**src/rtl/uart_tx_fifo_pkg.sv**
```systemverilog
// Shared definitions for the UART transmit queue.
//   BYTE_W     : width of one UART data byte
//   txState_t  : handshake states used by the top level to feed Uart8
package uart_tx_fifo_pkg;

    localparam int BYTE_W = 8;

    typedef enum logic [1:0] {
        IDLE      = 2'd0,
        START     = 2'd1,
        WAIT_DONE = 2'd2,
        GAP       = 2'd3
    } txState_t;

endpackage

```
**src/rtl/uart_tx_fifo_sync_fifo.sv**
```systemverilog
// sync_fifo: single-clock circular byte queue.
//   clk, rstN     : rising-edge clock, synchronous active-low reset
//   wrEn, wrData  : push request; ignored while full or while flushing
//   rdEn          : pop request; ignored while empty
//   flush         : discard everything queued (read pointer jumps to write pointer)
//   rdData        : current head entry, valid whenever empty is low
//   full, empty   : occupancy flags derived from count
//   count         : number of entries held
module sync_fifo
    import uart_tx_fifo_pkg::*;
#(
    parameter int  DEPTH  = 16,
    parameter int  WIDTH  = BYTE_W,
    localparam int ADDR_W = $clog2(DEPTH)
) (
    input  logic             clk,
    input  logic             rstN,
    input  logic             wrEn,
    input  logic [WIDTH-1:0] wrData,
    input  logic             rdEn,
    input  logic             flush,
    output logic [WIDTH-1:0] rdData,
    output logic             full,
    output logic             empty,
    output logic [ADDR_W:0]  count
);

    localparam logic [ADDR_W:0] COUNT_FULL = (ADDR_W + 1)'(DEPTH);

    logic [WIDTH-1:0]  mem [DEPTH];
    logic [ADDR_W-1:0] wrPtr;
    logic [ADDR_W-1:0] rdPtr;
    logic              pushOk;
    logic              popOk;

    // Full is judged on the count before any pop in the same cycle, so a push
    // against a full queue is always refused even if the head leaves now.
    // A flush swallows a concurrent push rather than storing it.
    assign full   = (count == COUNT_FULL);
    assign empty  = (count == '0);
    assign pushOk = wrEn && !full && !flush;
    assign popOk  = rdEn && !empty;
    assign rdData = mem[rdPtr];

    // Storage needs no reset; only entries between the pointers are ever read.
    always_ff @(posedge clk) begin
        if (pushOk) begin
            mem[wrPtr] <= wrData;
        end
    end

    // Pointers wrap naturally at DEPTH because DEPTH is a power of two.
    // A flush empties the queue by moving the read pointer onto the write
    // pointer; a pop in that cycle still hands its head entry to the reader.
    always_ff @(posedge clk) begin
        if (!rstN) begin
            wrPtr <= '0;
            rdPtr <= '0;
            count <= '0;
        end else begin
            if (pushOk) begin
                wrPtr <= wrPtr + ADDR_W'(1);
            end
            if (flush) begin
                rdPtr <= wrPtr;
                count <= '0;
            end else begin
                if (popOk) begin
                    rdPtr <= rdPtr + ADDR_W'(1);
                end
                case ({pushOk, popOk})
                    2'b10:   count <= count + (ADDR_W + 1)'(1);
                    2'b01:   count <= count - (ADDR_W + 1)'(1);
                    default: count <= count;
                endcase
            end
        end
    end

endmodule

```
**src/rtl/uart_tx_fifo.sv**
```systemverilog
// uart_tx_fifo: byte queue feeding a Uart8 transmitter one byte at a time.
//   clk, rstN          : rising-edge clock, synchronous active-low reset
//   wrEn, wrData       : host push interface
//   flush              : drop queued bytes (the byte already handed to the UART is kept)
//   full, empty, level : queue occupancy, excluding the in-flight byte
//   overflow           : sticky, a push was refused because the queue was full
//   timeoutErr         : sticky, the UART never went busy after txStart was raised
//   errClr             : clears both sticky flags (a new error in the same cycle wins)
//   txEn, txStart, txIn: drive the Uart8 transmit side
//   txBusy, txDone     : status returned by the Uart8 transmitter
module uart_tx_fifo
    import uart_tx_fifo_pkg::*;
#(
    parameter int  DEPTH         = 16,
    parameter int  START_TIMEOUT = 4096,
    localparam int ADDR_W        = $clog2(DEPTH)
) (
    input  logic              clk,
    input  logic              rstN,
    input  logic              wrEn,
    input  logic [BYTE_W-1:0] wrData,
    input  logic              flush,
    output logic              full,
    output logic              empty,
    output logic [ADDR_W:0]   level,
    output logic              overflow,
    output logic              timeoutErr,
    input  logic              errClr,
    output logic              txEn,
    output logic              txStart,
    output logic [BYTE_W-1:0] txIn,
    input  logic              txBusy,
    input  logic              txDone
);

    localparam int                TIMER_W    = $clog2(START_TIMEOUT + 1);
    localparam logic [TIMER_W-1:0] TIMER_LAST = TIMER_W'(START_TIMEOUT - 1);

    txState_t          state;
    logic [TIMER_W-1:0] startTimer;
    logic [BYTE_W-1:0] txInReg;
    logic              txStartReg;
    logic              txEnReg;
    logic              overflowReg;
    logic              timeoutReg;
    logic [BYTE_W-1:0] headData;
    logic              popReq;
    logic              overflowSet;
    logic              timeoutSet;

    sync_fifo #(
        .DEPTH (DEPTH),
        .WIDTH (BYTE_W)
    ) queue (
        .clk    (clk),
        .rstN   (rstN),
        .wrEn   (wrEn),
        .wrData (wrData),
        .rdEn   (popReq),
        .flush  (flush),
        .rdData (headData),
        .full   (full),
        .empty  (empty),
        .count  (level)
    );

    // The head is taken only from IDLE, which guarantees a single byte in
    // flight. A full-queue push counts as an overflow unless a flush is
    // discarding it anyway. The timeout fires on the last permitted START
    // cycle when the UART still has not gone busy.
    assign popReq      = (state == IDLE) && !empty;
    assign overflowSet = wrEn && full && !flush;
    assign timeoutSet  = (state == START) && !txBusy && (startTimer == TIMER_LAST);

    assign txEn    = txEnReg;
    assign txStart = txStartReg;
    assign txIn    = txInReg;

    // Handshake sequencer. txIn is loaded on the pop and txStart is raised one
    // cycle later from inside START, so the UART never samples txStart while
    // txIn is still changing. GAP forces at least one low txStart cycle
    // between frames because Uart8 triggers on the level, not an edge.
    always_ff @(posedge clk) begin
        if (!rstN) begin
            state      <= IDLE;
            startTimer <= '0;
            txInReg    <= '0;
            txStartReg <= 1'b0;
            txEnReg    <= 1'b0;
        end else begin
            txEnReg <= 1'b1;
            case (state)
                IDLE: begin
                    txStartReg <= 1'b0;
                    if (popReq) begin
                        txInReg    <= headData;
                        startTimer <= '0;
                        state      <= START;
                    end
                end
                START: begin
                    if (txBusy) begin
                        txStartReg <= 1'b0;
                        state      <= WAIT_DONE;
                    end else if (timeoutSet) begin
                        txStartReg <= 1'b0;
                        state      <= IDLE;
                    end else begin
                        txStartReg <= 1'b1;
                        startTimer <= startTimer + TIMER_W'(1);
                    end
                end
                WAIT_DONE: begin
                    txStartReg <= 1'b0;
                    if (txDone || !txBusy) begin
                        state <= GAP;
                    end
                end
                GAP: begin
                    txStartReg <= 1'b0;
                    state      <= IDLE;
                end
                default: begin
                    txStartReg <= 1'b0;
                    state      <= IDLE;
                end
            endcase
        end
    end

    // Sticky error flags; a fresh error outranks a clear in the same cycle.
    always_ff @(posedge clk) begin
        if (!rstN) begin
            overflowReg <= 1'b0;
            timeoutReg  <= 1'b0;
        end else begin
            if (overflowSet) begin
                overflowReg <= 1'b1;
            end else if (errClr) begin
                overflowReg <= 1'b0;
            end
            if (timeoutSet) begin
                timeoutReg <= 1'b1;
            end else if (errClr) begin
                timeoutReg <= 1'b0;
            end
        end
    end

    assign overflow   = overflowReg;
    assign timeoutErr = timeoutReg;

endmodule

```
**config.mk**
```make
export PLATFORM = sky130hd
export DESIGN_NAME = uart_tx_fifo
export DESIGN_NICKNAME = d
export VERILOG_FILES = /design/src/rtl/uart_tx_fifo_pkg.sv /design/src/rtl/uart_tx_fifo_sync_fifo.sv /design/src/rtl/uart_tx_fifo.sv
export SDC_FILE = /design/constraint.sdc
export NUM_CORES = 1
export LEC_CHECK = 0
export CORE_MARGIN = 2
export CORE_UTILIZATION = 30
export DETAILED_ROUTE_END_ITERATION = 8
export PLACE_DENSITY = 0.5
export SYNTH_ARGS = -nofsm -noshare
export SYNTH_HDL_FRONTEND = slang
export SYNTH_SLANG_ARGS = --single-unit
```
**constraint.sdc**
```tcl
create_clock -name clk -period 9.1 [get_ports clk]
set_input_delay 1.365 -clock clk [delete_from_list [all_inputs] [get_ports clk]]
set_output_delay 1.365 -clock clk [all_outputs]
set_load 0.02 [all_outputs]
```
* Word-level counts from Yosys, hierarchy flattened
Memory sizes are Yosys's and may differ from the RTL's. A register that Yosys moved wholly into a read port is not among the register bits.
Cells that the tools add are included.
Widths: inputs -> output; s select.
** Operators by class
- $add $sub $neg :: 5
- Equality and inequality tests :: 12
- Muxes and demuxes :: 21
- Bitwise operators :: 1
- Reductions and logical operators :: 26
** Operators with widths (number)
- $mux 13 :: 3
- $pmux 13 s2 :: 1
- $add 13x1->13 const B :: 1
- $eq 13x12->1 const B :: 1
- $pmux 5 s2 :: 1
- $reduce_bool 2->1 :: 5
- $add 4x1->4 const B :: 2
- $logic_and 1x1->1 :: 8
- $mux 1 :: 8
- $mux 2 :: 4
- $mux 4 :: 2
- $pmux 2 s4 :: 1
- $eq 2x2->1 const B :: 3
- $ne 2x2->1 const B :: 3
- $add 5x1->5 const B :: 1
- $eq 5x5->1 const B :: 1
- $logic_not 1->1 :: 5
- $logic_not 5->1 :: 1
- $sub 5x1->5 const B :: 1
- $eq 2x1->1 const B :: 2
- $reduce_and 4->1 :: 1
- $ne 3x3->1 const B :: 1
- $reduce_and 3->1 :: 1
- $reduce_or 3->1 :: 1
- other kinds (7) :: 7
** Word-level totals
- Register bits after elaboration :: 32
- RAM bits :: 128
- Memories kept :: 1
** Memory list
- queue.mem :: words 16, bits a word 8, read ports 1, clocked after Yosys merged registers in 1, wr ports 1, RTL line uart_tx_fifo_sync_fifo.sv:30 : logic [WIDTH-1:0] mem [DEPTH];

* Longest topological paths before layout
- Depth after elaboration :: 6
- Depth in mapped cells :: 14
- Mapped depth without buffers :: 10

* Modules after synthesis
Synthesis repeated with hierarchy kept, for this count alone.
** Unflattened totals
- Cells, all modules :: 460
- Area, all modules :: 6994.2 µm²
** Modules (own cells, without submodules)
- sync_fifo :: times used 1, cells each 321, area an instance 5818.1 µm², sequential area each 4184.0 µm²
- uart_tx_fifo :: times used 1, cells each 139, area an instance 1176.1 µm², sequential area each 540.5 µm²

* Worst setup path before layout
Ideal clock, no wire load.
- Kind :: in2reg
- Start :: in flush
- End :: reg queue.count[4]
- Data arrival time :: 3.496 ns
- Data required time :: 9.021 ns
- Setup slack :: 5.525 ns
- Stages on the path :: 11
- Buffers on the path :: 1
- Path through :: nand2b_1 > a21oi_1 > inv_1 > ha_1 > clkbuf_1 > xor2_1 > ha_1 > o31ai_1 > nand2_1 > a2111o_1 > o211ai_1
** On the way
- Longest elaborated chain between the ends :: 4
- Elaborated cells on any way between the ends :: 7
** Ends and longest elaborated chain
- start: declaration :: RTL line uart_tx_fifo.sv:22 : input logic flush,
- $logic_not 1->1 :: RTL line uart_tx_fifo_sync_fifo.sv:41 : assign pushOk = wrEn && !full && !flush;
- $logic_and 1x1->1 :: RTL line uart_tx_fifo_sync_fifo.sv:41
- $eq 2x1->1 / $eq 2x2->1 (equally long branches) :: RTL line uart_tx_fifo_sync_fifo.sv:71 : case ({pushOk, popOk})
- $pmux 5 s2 / $reduce_bool 2->1 (equally long branches)
- end signal: assignment :: RTL line uart_tx_fifo_sync_fifo.sv:72 : 2'b10: count <= count + (ADDR_W + 1)'(1);
- end signal: assignment :: RTL line uart_tx_fifo_sync_fifo.sv:73 : 2'b01: count <= count - (ADDR_W + 1)'(1);
- end signal: assignment :: RTL line uart_tx_fifo_sync_fifo.sv:74 : default: count <= count;
- end: declaration :: RTL line uart_tx_fifo_sync_fifo.sv:25 : output logic [ADDR_W:0] count
Parallel ways exist; a longest one is shown, timed or not.
A chain may end at the register's enable or synchronous reset.

* Worst setup path in the final report
Same ends and word-level chain as after synthesis.

==> results_dict.tcl <==
set metrics [dict create \
    status "completed" \
    synth_seq_area_share_pct 65.72 \
    min_period_ns 3.919 \
    cts_tree "yes" \
    postSynthCellCount 498 \
    finalNonFillerCells 858 \
    fin_crit_sh_pct 43.07 \
    cts_made_buffers 17 \
    root_buffer "clkbuf_16" \
    postRouteWirelength_mm 15.43 \
    syn_nets 523 \
    crit_chain "clkdlybuf4s50_1, nand2b_1, a21oi_1, inv_1, ha_1, xor2_1, ha_1, o31ai_1, nand2_1, a2111o_1, o211ai_1" \
    dpl.hpwl_mm 9.993 \
    reg2reg_depth 10 \
    clkSinkCount 168 \
    cpMostUsedCell "ha_1" \
    die_w_um 157.5 \
    cpMaxStageDelayCell "a21oi_1" \
    drt_iter0_drc 289 \
    grt_max_degree 51 \
    cp.required_ns 9.44 \
    worstHoldPathType "flop to flop" \
    row_count 56 \
    grt_pass1_wl_mm 24.41 \
    peakVddDrop_mv 0.1267 \
    synth_top_area_share_pct 54.39 \
    post_drt_wl_per_cell_um 17.98 \
    path_clk_slew_ns 0.07 \
    slew_headroom_pct 19.49 \
    ys_types 58 \
    leakage_nw 2.613 \
    fp.dieArea_mm2 0.02480 \
    cts_resized 0 \
    syn_area_mm2 0.007067 \
    antenna_cells 0 \
    worstSetupPathType "input port to flop" \
    place_inst 826 \
    crit_arrival_ns 4.26 \
    ys_ff_latch 168 \
    drt_pass1_iterations 4 \
    clock_latency_ns 0.43 \
    synth-edff-count 128 \
    io_buffers 33 \
    met3_usage_pct 3.442 \
    busiest_layer "met2" \
    core_mm2 0.02333 \
    min_path_cells 2 \
    globalRouteTotalUtil_pct 13.38 \
    fmax_mhz 255.1 \
    overflow 0 \
    pwr_density_cell_mw_per_mm2 228.7 \
    worstMarginPinSlew_ns 1.198 \
    place.gp.congestion 0.7481 \
    regToRegSetupSlack_ns 5.64 \
    synth_common_cells "edfxtp_1, dfxtp_1, mux2i_1" \
    die_h_um 157.5 \
    cts_hold_buffers 0 \
    drc 0 \
    cp_max_fo 9 \
    finClkSkew_ns 0.01320 \
    cp-end-kind "flop" \
    grt_pass1_vias 4225 \
    antenna_left 0 \
    setup_viol 0 \
    ctsLongestPathBuffers 2 \
    finalHoldViolCount 0 \
    route.vias.total 4164 \
    area_delta_synth_final_pct 16.93 \
    yosys-top-cells-area "edfxtp_1, dfxtp_1, mux4_2, mux2i_1, a21oi_1" \
    cts_setup_buffers 0 \
    p_total_w 0.001890 \
    yosys_warnings 0 \
    slew_viol_final 0 \
    synth_most_common_cell "edfxtp_1" \
    rsz0062_at_grt "false" \
    grt_use_met2_pct 20.59 \
    drive_above_1_share_pct 12.24 \
    synth_top_area_cell "edfxtp_1" \
    grtUsageMet1_pct 18.47 \
    crit_family "compound AO/OA/AOI/OAI gates" \
    cpPeakStageDelay_ns 0.49 \
    avgSynthCellArea_um2 14.19 \
    antenna_found_initial 0 \
    final.fill_count 2250 \
    pin_count 34 \
    synth_top_flop_cell "edfxtp_1" \
    initial_utilization_pct 30.29 \
    crit_cells 11 \
    start_kind "input port" \
    viasPerCell 4.853 \
    synthArstFlopShare_pct 0 \
    max-cap-violations 0 \
    num-nets-final 551 \
    worst-path-buf-inv 2 \
    setup_tns_ns 0 \
    htree_levels 4 \
]
## logic make-up (layout without fill, tap and decap cells)
| kind of cell | Yosys count | after routing | share of synthesized area [%] |
|---|---|---|---|
| mux | 51 | 51 | 10.06 |
| simple gates | 127 | 127 | 10.18 |
| flops | 168 | 168 | 65.72 |
| xor+xnor | 9 | 9 | 1.116 |
| buf+inv | 35 | 76 | 2.478 |
| fa+ha+maj | 10 | 10 | 1.771 |
| compound gates | 98 | 98 | 8.676 |
## metrics by stage
stage,area (µm²),utilization (%),hold slack [ns],setup slack [ns]
5_1_grt,8263,35.41,0.5252,4.932
2_1_floorplan,7067,-,0.4519,5.525
3_5_place_dp,7679,32.91,0.4777,4.793
3_3_place_gp,7679,32.91,0.4677,4.798
6_report,8263,35.41,0.4824,5.181
4_1_cts,8254,35.38,0.4877,5.227
## metal layers
metal	wire length, µm	vias to the layer above
li1	-	1989
met1	7157	2077
met2	7320	92
met3	795	6
met4	152	0
met5	0	-
## path summary, 6_finish.rpt
kind / from / end
setup / recovery: flush / queue.count[4]
hold / removal: overflow / overflow
hold reg to reg: overflow / overflow
setup reg to reg: queue.count[1] / queue.count[4]
## cell usage in the layout, fill, tap and decap left out, drive strengths merged, types with 4 or more instances in the layout
cell,count
nand2,16
clkinv,5
mux4,16
and3,12
a21oi,33
nand4,5
nand2b,10
and2,6
o21ai,23
ha,10
dfxtp,40
mux2i,35
nor3,14
nor2b,4
inv,15
or3,9
nor2,24
xor2,6
o31ai,4
o211ai,5
o22ai,18
buf,4
or4,4
edfxtp,128
nand3,9
clkbuf,17
nand3b,4
clkdlybuf4s50,33
## state kept, by name (all words and copies together), names as in the netlist, named ones only
| name | flops |
|---|---|
| timeoutErr | 1 |
| queue.rdPtr | 4 |
| txIn | 8 |
| queue.mem | 128 |
| state | 1 |
| startTimer | 13 |
| queue.count | 5 |
| txEn | 1 |
| txStart | 1 |
| queue.wrPtr | 4 |
| overflow | 1 |
## layout make-up
| class | instances | area (µm²) | share of cell area (%) |
|---|---|---|---|
| clock inverters | 15 | 150.1 | 1.817 |
| well taps | 319 | 399.1 | 4.830 |
| repair buffers | 37 | 360.3 | 4.361 |
| flip-flops and latches | 168 | 4646 | 56.22 |
| multi-input cells | 295 | 2256 | 27.30 |
| clock buffers | 17 | 425.4 | 5.148 |
| inverters | 7 | 26.28 | 0.3180 |
## worst register-to-register path, stage by stage, from the launching register on
cell and delay, ns:
dfxtp_1 0.42, or4_4 0.61, o21ai_4 0.46, inv_2 0.27, ha_1 0.38, xor2_1 0.19
ha_1 0.23, o31ai_1 0.20, nand2_1 0.10, a2111o_1 0.43, o211ai_1 0.09
## report_power, final
part / switching, W / total, W / internal (W)
Clock: 0.000328 / 0.000693 / 0.000365
Sequential: 0.0000245 / 0.000871 / 0.000846
Combinational: 0.000198 / 0.000326 / 0.000128
Power figures use the tool's default switching activity.
